### config.mk
export PLATFORM = sky130hd
export DESIGN_NAME = pc_call_stack
export DESIGN_NICKNAME = d
export VERILOG_FILES = /design/src/rtl/pc_call_stack.sv
export SDC_FILE = /design/constraint.sdc
export NUM_CORES = 1
export LEC_CHECK = 0
export CORE_UTILIZATION = 40
export DETAILED_ROUTE_END_ITERATION = 12
export GPL_TIMING_DRIVEN = 0
export SYNTH_ARGS = -nofsm -noshare
export SYNTH_HDL_FRONTEND = slang
export SYNTH_SLANG_ARGS = --single-unit
### constraint.sdc
create_clock -name CLOCK -period 4.2 [get_ports CLOCK]
set_clock_uncertainty 0.05 [all_clocks]
set_input_delay 0.42 -clock CLOCK [delete_from_list [all_inputs] [get_ports CLOCK]]
set_output_delay 0.42 -clock CLOCK [all_outputs]
set_load 0.1 [all_outputs]
### src/rtl/pc_call_stack.sv
// Program counter with an integrated hardware return-address stack (call/return, sticky error flag).
// Optional build macro PCSTACK_TRAP_EN: stack/command errors send COUNT to TRAP_VECTOR instead of COUNT+1.
module pc_call_stack #(
    parameter int PC_WIDTH     = 5,
    parameter int STACK_DEPTH  = 4,
    parameter int RESET_VECTOR = 0,
    parameter int TRAP_VECTOR  = 31,
    localparam int SP_W        = $clog2(STACK_DEPTH + 1)
) (
    input  logic                CLOCK,
    input  logic                RESET,
    input  logic                EN,
    input  logic                LOAD,
    input  logic                CALL,
    input  logic                RET,
    input  logic                CLR_ERR,
    input  logic [PC_WIDTH-1:0] DATA,
    output logic [PC_WIDTH-1:0] COUNT,
    output logic [SP_W-1:0]     SP,
    output logic                FULL,
    output logic                EMPTY,
    output logic                ERR
);

    localparam int IDX_W = (STACK_DEPTH > 1) ? $clog2(STACK_DEPTH) : 1;

`ifdef PCSTACK_TRAP_EN
    localparam bit TRAP_EN = 1'b1;
`else
    localparam bit TRAP_EN = 1'b0;
`endif

    logic [PC_WIDTH-1:0] count_r;
    logic [SP_W-1:0]     sp_r;
    logic                err_r;
    logic [PC_WIDTH-1:0] stack_r [STACK_DEPTH];

    logic [PC_WIDTH-1:0] count_plus1_s;
    logic [PC_WIDTH-1:0] err_count_s;
    logic [PC_WIDTH-1:0] count_next_s;
    logic [SP_W-1:0]     sp_next_s;
    logic                err_next_s;
    logic                push_s;
    logic                error_s;
    logic                full_s;
    logic                empty_s;
    logic [IDX_W-1:0]    push_idx_s;
    logic [IDX_W-1:0]    pop_idx_s;
    logic [2:0]          cmd_s;

    assign full_s  = (sp_r == SP_W'(STACK_DEPTH));
    assign empty_s = (sp_r == {SP_W{1'b0}});

    // Next-state decode for COUNT, SP, ERR and the push strobe
    always_comb begin
        count_plus1_s = count_r + PC_WIDTH'(1);
        err_count_s   = TRAP_EN ? PC_WIDTH'(TRAP_VECTOR) : count_plus1_s;
        push_idx_s    = IDX_W'(sp_r);
        pop_idx_s     = IDX_W'(sp_r - SP_W'(1));
        cmd_s         = {LOAD, CALL, RET};
        count_next_s  = count_r;
        sp_next_s     = sp_r;
        push_s        = 1'b0;
        error_s       = 1'b0;
        if (EN) begin
            case (cmd_s)
                3'b000: count_next_s = count_plus1_s;
                3'b100: count_next_s = DATA;
                3'b010: begin
                    if (full_s) begin
                        error_s      = 1'b1;
                        count_next_s = err_count_s;
                    end else begin
                        push_s       = 1'b1;
                        sp_next_s    = sp_r + SP_W'(1);
                        count_next_s = DATA;
                    end
                end
                3'b001: begin
                    if (empty_s) begin
                        error_s      = 1'b1;
                        count_next_s = err_count_s;
                    end else begin
                        sp_next_s    = sp_r - SP_W'(1);
                        count_next_s = stack_r[pop_idx_s];
                    end
                end
                default: begin
                    // Conflicting commands: no jump, push or pop
                    error_s      = 1'b1;
                    count_next_s = err_count_s;
                end
            endcase
        end else begin
            count_next_s = count_r;
            sp_next_s    = sp_r;
        end
        // A fresh error wins over a simultaneous clear request
        if (error_s) begin
            err_next_s = 1'b1;
        end else if (CLR_ERR) begin
            err_next_s = 1'b0;
        end else begin
            err_next_s = err_r;
        end
    end

    // Program counter, stack pointer and sticky error registers
    always_ff @(posedge CLOCK or negedge RESET) begin
        if (!RESET) begin
            count_r <= PC_WIDTH'(RESET_VECTOR);
            sp_r    <= {SP_W{1'b0}};
            err_r   <= 1'b0;
        end else begin
            count_r <= count_next_s;
            sp_r    <= sp_next_s;
            err_r   <= err_next_s;
        end
    end

    // Return-address storage; popped entries keep their old contents
    always_ff @(posedge CLOCK or negedge RESET) begin
        if (!RESET) begin
            for (int i = 0; i < STACK_DEPTH; i++) begin
                stack_r[i] <= {PC_WIDTH{1'b0}};
            end
        end else if (push_s) begin
            stack_r[push_idx_s] <= count_plus1_s;
        end
    end

    assign COUNT = count_r;
    assign SP    = sp_r;
    assign ERR   = err_r;
    assign FULL  = full_s;
    assign EMPTY = empty_s;

endmodule

==> summary.log, run 1 <==
qor: detailed_routing.drt_first_pass_iters 4
qor: critical_path.crit_arrival 2920 ps
qor: global_route.grt_antenna_before_repair 0
qor: logic_synthesis.seq_area_frac_synth 0.444
qor: layout.post_route_cells_drive_above_1_share 0.255
qor: logic_synthesis.synth_top_area_cell sky130_fd_sc_hd__dfrtp_1
qor: layout.num-nets-final 182
qor: detailed_routing.ant_nets 0
qor: cts.root_buffer sky130_fd_sc_hd__clkbuf_8
qor: layout.most_frequent_standard_cell_in_the_layout_excluding_fill_and_tap_cells sky130_fd_sc_hd__dfrtp_1
qor: place.dp.final_hpwl 2560 um
qor: critical_path.critPathLaunchType register
qor: sta.max_freq 0.295 GHz
qor: logic_synthesis.syn_inst 137
qor: logic_synthesis.synthesis.area 1630 um2
qor: critical_path.worst_setup_path_end_kind output pin
qor: layout.post-route-cell-area 2000 um2
qor: critical_path.worst-r2r-setup-slack 1810 ps
qor: detailed_routing.drt-wirelength-per-cell 17.0 um
qor: layout.syn_to_final_growth 22.8%
qor: floorplanning.start_util 0.430
qor: global_route.grt_overflow_total 0
qor: sta.final-max-slew-violation-count 0
qor: logic_synthesis.synth.top_cells.by_area sky130_fd_sc_hd__dfrtp_1, sky130_fd_sc_hd__mux2_2, sky130_fd_sc_hd__ha_1
qor: layout.diodes 0
qor: detailed_routing.wirelength 3610 um
qor: sta.tightestPinTransition 966 ps
qor: global_route.grt_pass1_vias 1169
qor: place.place.detailed.instances 205
qor: logic_synthesis.synth.ff_latch_count 29
qor: place.gp_routability_congestion 0.784
qor: logic_synthesis.synth_cell_type_count 37
qor: critical_path.setup.worst_path.class reg2out
qor: logic_synthesis.ys.warnings.count 0
qor: layout.final_cell_count_no_fill 213
qor: cts.post_cts_hold_buffer_count 0
qor: cts.clkSlewWorstSetupHoldPaths 60 ps
qor: pwr.power_per_cell_area 863 nW/um2
qor: job.timing.max_cap.violations 0
qor: critical_path.critical_path.max_fanout 7
qor: pwr.max-vdd-ir-drop 273 uV
qor: place.buffer_ports.inserted 20
qor: sta.worst_slew_margin_rel 0.354
qor: pwr.total_power 1.73 mW
qor: place.placed_cell_area 1890 um2
qor: cts.cts.sinks 29
qor: floorplanning.floorplan.die_area 4340 um2
qor: layout.fillCellCount 343
qor: cts.ctsResizeCount 0
qor: logic_synthesis.mappedNetlistNets 155
qor: sta.setup-tns-final 0 ps
qor: detailed_routing.route.detailed.vias_per_inst 5.69
qor: sta.setup_viol_count_final 0
qor: layout.most-common-layout-cells sky130_fd_sc_hd__dfrtp_1, sky130_fd_sc_hd__mux2_2, sky130_fd_sc_hd__clkdlybuf4s50_1
qor: cts.tritoncts done
qor: pwr.leakagePower 0.869 nW
qor: cts.cts.repair_timing.setup_buffer_count 0
qor: sta.rsz0062_at_grt no
qor: sta.fin_worst_hold_slack 107 ps
qor: global_route.grt_pass1_wl 6010 um
qor: logic_synthesis.post-synth-top-area-fraction 0.444
qor: floorplanning.core_region_area 3800 um2
qor: cts.cts.path.max_buffers 2
qor: sta.final_clock_period_utilization_by_the_worst_path 0.807
qor: detailed_routing.drc 0
qor: cts.insertion_delay 280 ps
qor: sta.finalHoldViolCount 0
qor: outcome.run_status completed
qor: cts.htreeDepth 2
qor: floorplanning.core.rowCount 22
qor: floorplanning.die-height 65.9 um
qor: detailed_routing.drt_first_iter_violations 96
qor: detailed_routing.vias 1212
qor: global_route.global_route.usage.total 0.195
qor: floorplanning.ioPinCount 23
qor: floorplanning.die-width 65.9 um
qor: critical_path.cp.required 3730 ps
qor: sta.final_period_demand_of_the_worst_path 3390 ps
qor: global_route.maximum_number_of_pins_on_one_net_before_global_route_repair 30
qor: logic_synthesis.syn_area_per_cell 11.9 um2
qor: cts.tritoncts_buffers 5
qor: min_path.holdCritPathClass in2async
where the power goes:
group          internal, mW  switching, mW
logic                 0.327          0.604
clock network         0.193          0.105
registers             0.398          0.102
worst paths after layout:
check / startpoint / endpoint / cells past startpoint
setup reg to reg: SP[0]$_DFFE_PN0P_ / stack_r[18]$_DFFE_PN0P_ / 5
hold / removal: RESET / SP[2]$_DFFE_PN0P_ / 1
hold reg to reg: stack_r[0]$_DFFE_PN0P_ / stack_r[0]$_DFFE_PN0P_ / 2
min in group CLOCK: stack_r[0]$_DFFE_PN0P_ / stack_r[0]$_DFFE_PN0P_ / 2
setup / recovery: SP[0]$_DFFE_PN0P_ / EMPTY / 5
max in group asynchronous: RESET / stack_r[13]$_DFFE_PN0P_ / 1
registers in the layout (all words and copies together), names as in the netlist:
name     count
COUNT        5
ERR          1
SP           3
stack_r     20
stage by stage:
step,util,setup slack (ps)
detailed placement,0.498,1140
global route,0.528,688
finish,0.528,810
CTS,0.529,822
floorplan,-,1270
global placement,0.498,1160
cells by family (layout without fill, tap and decap cells):
family,count (synthesis),in the layout,synth area share
AOI/OAI and AO/OA,29,29,0.146
xor gates and xnor gates,8,8,0.0429
adders and majority gates,6,6,0.0460
buffers and inverters,11,39,0.0329
DFF,29,29,0.444
muxes,26,26,0.193
and+or+nand+nor,28,28,0.0950
per-layer routing:
metal	wire length (um)	part of all wire	GRT usage	vias up
li1	-	-	-	565
met1	1770	0.49	0.257	612
met2	1610	0.45	0.286	27
met3	148	0.041	0.0569	8
met4	80	0.022	0.106	0
met5	0	0	0	-
cell type report:
type	count	area (um2)	share of cell area
clock buffers	7	86.3	0.0431
well taps	48	60.1	0.0300
clock inverters	1	30.0	0.0150
flip-flops and latches	29	726	0.362
inverters	8	30.0	0.0150
plain buffers	3	23.8	0.0119
multi-input cells	97	853	0.426
repair buffers	20	195	0.0974
synth_stat cells:
cell	number
sky130_fd_sc_hd__nand2b_1	1
sky130_fd_sc_hd__nand3_1	2
sky130_fd_sc_hd__a221oi_2	1
sky130_fd_sc_hd__mux4_2	2
sky130_fd_sc_hd__nor3b_2	1
sky130_fd_sc_hd__dfrtp_1	29
sky130_fd_sc_hd__a21oi_1	4
sky130_fd_sc_hd__nor4b_1	1
sky130_fd_sc_hd__o21ai_0	6
sky130_fd_sc_hd__xor2_1	2
sky130_fd_sc_hd__mux2_2	24
sky130_fd_sc_hd__a2111oi_4	1
sky130_fd_sc_hd__clkinv_1	1
sky130_fd_sc_hd__o21ai_2	1
sky130_fd_sc_hd__a211oi_1	1
sky130_fd_sc_hd__nand4_1	4
sky130_fd_sc_hd__xnor2_1	6
sky130_fd_sc_hd__and2_1	1
sky130_fd_sc_hd__a22oi_1	2
sky130_fd_sc_hd__o22ai_1	1
sky130_fd_sc_hd__o221ai_1	3
sky130_fd_sc_hd__or3b_1	1
sky130_fd_sc_hd__a32oi_1	4
sky130_fd_sc_hd__a21boi_4	1
sky130_fd_sc_hd__inv_1	7
sky130_fd_sc_hd__ha_1	6
sky130_fd_sc_hd__buf_6	1
sky130_fd_sc_hd__nor2_1	4
sky130_fd_sc_hd__nor3b_1	2
sky130_fd_sc_hd__and3_1	1
sky130_fd_sc_hd__nand2_1	9
sky130_fd_sc_hd__a31oi_1	2
sky130_fd_sc_hd__buf_4	1
sky130_fd_sc_hd__o211ai_1	1
sky130_fd_sc_hd__clkbuf_2	1
sky130_fd_sc_hd__and2b_1	1
sky130_fd_sc_hd__o21a_1	1
critical path: stages, from the launching register on:
cell	delay (ps)
sky130_fd_sc_hd__dfrtp_1	490
sky130_fd_sc_hd__inv_1	230
sky130_fd_sc_hd__ha_1	370
sky130_fd_sc_hd__nand2b_1	250
sky130_fd_sc_hd__inv_1	150
sky130_fd_sc_hd__clkdlybuf4s50_1	1140
(Power assumes the default switching activity.)
==> run 2: changes to the inputs <==
==> constraint.sdc (replaced) <==
create_clock -name CLOCK -period 3.15 [get_ports CLOCK]
set_clock_uncertainty 0.05 [all_clocks]
set_input_delay 0.315 -clock CLOCK [delete_from_list [all_inputs] [get_ports CLOCK]]
set_output_delay 0.315 -clock CLOCK [all_outputs]
set_load 0.1 [all_outputs]
==> summary.log, run 2 (synthesis results as in run 1) <==
qor: outcome.run_status completed
qor: sta.setup_viol_count_final 0
qor: detailed_routing.drt_first_pass_iters 4
qor: detailed_routing.ant_nets 0
qor: sta.tightestPinTransition 964 ps
qor: critical_path.setup.worst_path.class reg2out
qor: cts.tritoncts done
qor: global_route.grt_pass1_vias 1169
qor: layout.diodes 0
qor: layout.final_util 0.528
qor: global_route.grt_overflow_total 0
qor: layout.largest_reg_flops 20
qor: critical_path.rr_startpoint SP[0]$_DFFE_PN0P_
qor: layout.post-route-cell-area 2010 um2
qor: sta.finalHoldViolCount 0
qor: floorplanning.floorplan.die_area 4340 um2
qor: layout.regMostFlops stack_r
qor: layout.post_route_cells_drive_above_1_share 0.255
qor: cts.insertion_delay 280 ps
qor: layout.final-seq-area 726 um2
qor: floorplanning.ioPinCount 23
qor: cts.cts.sinks 29
qor: global_route.maximum_number_of_pins_on_one_net_before_global_route_repair 30
qor: detailed_routing.drc 0
qor: critical_path.crit_arrival 2640 ps
qor: critical_path.crit_family buffers and inverters
qor: critical_path.crit_start SP[0]$_DFFE_PN0P_
qor: cts.clkSlewWorstSetupHoldPaths 60 ps
qor: critical_path.critPathBufInv 3
qor: layout.fillCellCount 344
qor: global_route.global_route.usage.total 0.195
qor: cts.htreeDepth 2
qor: global_route.grt_antenna_before_repair 0
qor: critical_path.timing.critical_path.cells inv_1 > ha_1 > nand2b_1 > inv_1 > dlygate4sd2_1
qor: floorplanning.die-height 65.9 um
qor: place.placed_cell_area 1890 um2
qor: floorplanning.core_region_area 3800 um2
qor: place.dp.final_hpwl 2560 um
qor: job.timing.max_cap.violations 0
qor: critical_path.critPathLaunchType register
qor: critical_path.slowest_delay 860 ps
qor: critical_path.cpMaxStageDelayCell sky130_fd_sc_hd__dlygate4sd2_1
qor: detailed_routing.route.detailed.vias_per_inst 5.69
qor: floorplanning.start_util 0.430
qor: detailed_routing.drt-wirelength-per-cell 17.0 um
qor: global_route.grt_pass1_wl 6010 um
qor: cts.root_buffer sky130_fd_sc_hd__clkbuf_8
qor: layout.syn_to_final_growth 22.8%
qor: critical_path.cp.required 2780 ps
qor: sta.setup-tns-final 0 ps
qor: critical_path.r2r_end stack_r[18]$_DFFE_PN0P_
qor: cts.cts.path.max_buffers 2
qor: place.gp_routability_congestion 0.784
qor: sta.fin_worst_hold_slack 1.83 ps
qor: sta.final-max-slew-violation-count 0
qor: floorplanning.die-width 65.9 um
qor: critical_path.worst_setup_path_end_kind output pin
qor: critical_path.critical_path_depth 5
qor: layout.most_frequent_standard_cell_in_the_layout_excluding_fill_and_tap_cells sky130_fd_sc_hd__dfrtp_1
qor: sta.max_freq 0.333 GHz
qor: floorplanning.core.rowCount 22
qor: place.buffer_ports.inserted 20
qor: detailed_routing.wirelength 3620 um
qor: critical_path.crit_path_frequent_cell sky130_fd_sc_hd__inv_1
qor: critical_path.worst-r2r-setup-slack 760 ps
qor: pwr.leakagePower 0.889 nW
qor: layout.most-common-layout-cells sky130_fd_sc_hd__dfrtp_1, sky130_fd_sc_hd__mux2_2, sky130_fd_sc_hd__clkdlybuf4s50_1
qor: place.placement.setup.worst_slack 196 ps
qor: sta.final_clock_period_utilization_by_the_worst_path 0.953
qor: layout.multi_input_area 853 um2
qor: sta.final_period_demand_of_the_worst_path 3000 ps
qor: cts.cts.repair_timing.setup_buffer_count 0
qor: critical_path.worst-r2r-cell-count 5
qor: pwr.max-vdd-ir-drop 363 uV
qor: sta.fin_ws 149 ps
qor: sta.worst_slew_margin_rel 0.355
qor: detailed_routing.vias 1212
qor: layout.num-nets-final 182
qor: cts.tritoncts_buffers 5
qor: detailed_routing.drt_first_iter_violations 96
qor: critical_path.crit_path_end EMPTY
qor: sta.rsz0062_at_grt no
qor: pwr.power_per_cell_area 1150 nW/um2
qor: critical_path.critical_path.max_fanout 7
qor: min_path.holdCritPathClass in2async
qor: cts.post_cts_hold_buffer_count 0
[run 2: cell types whose count changed in the layout (fill, tap and decap cells not counted), sizes merged]
cell	previous run	this run
dlygate4sd2	0	1
dlymetal6s2s	0	1
clkdlybuf4s50	19	17
[run 2: what timing repair did]
| action | 4_1_cts | 5_1_grt |
|---|---|---|
| endpoints found under the setup margin | 1 | 1 |
| resized for setup | 1 | 1 |
| hold endpoints to repair | 0 | 0 |
[run 2: area by class of cell]
class | instances | area share
plain buffers | 3 | 0.0119
clock buffers | 7 | 0.0430
clock inverters | 1 | 0.0150
inverters | 8 | 0.0150
multi-input cells | 97 | 0.425
flip-flops and latches | 29 | 0.362
well taps | 48 | 0.0299
repair buffers | 20 | 0.0979
[run 2: metal layers]
metal	vias up	global-route usage	wire length, um
li1	565	-	-
met1	612	0.257	1770
met2	27	0.286	1610
met3	8	0.0569	150
met4	0	0.106	80
met5	-	0	0
[run 2: per-stage QoR]
| stage | power, mW | instances |
|---|---|---|
| finish | 2.30 | 213 |
| global route | 2.43 | 213 |
| CTS | 2.32 | 213 |
| detailed placement | 1.92 | 205 |
| global placement | 1.90 | 205 |
| floorplan | 1.63 | 137 |
[run 2: power by group]
group	internal [mW]	leakage (nW)	switching (mW)
clock network	0.257	0.0585	0.140
registers	0.531	0.368	0.136
logic	0.432	0.463	0.805
[run 2: worst min-delay path by stage]
stage,startpoint,end,slack (ps),cells past startpoint
2_1_floorplan,RESET,COUNT[0]$_DFFE_PN0P_,-30,0
3_3_place_gp,stack_r[0]$_DFFE_PN0P_,stack_r[0]$_DFFE_PN0P_,410,2
3_5_place_dp,stack_r[0]$_DFFE_PN0P_,stack_r[0]$_DFFE_PN0P_,420,2
4_1_cts,CALL,ERR$_DFFE_PN0P_,350,3
5_1_grt,RESET,ERR$_DFFE_PN0P_,50,1
6_report,RESET,SP[2]$_DFFE_PN0P_,2,1
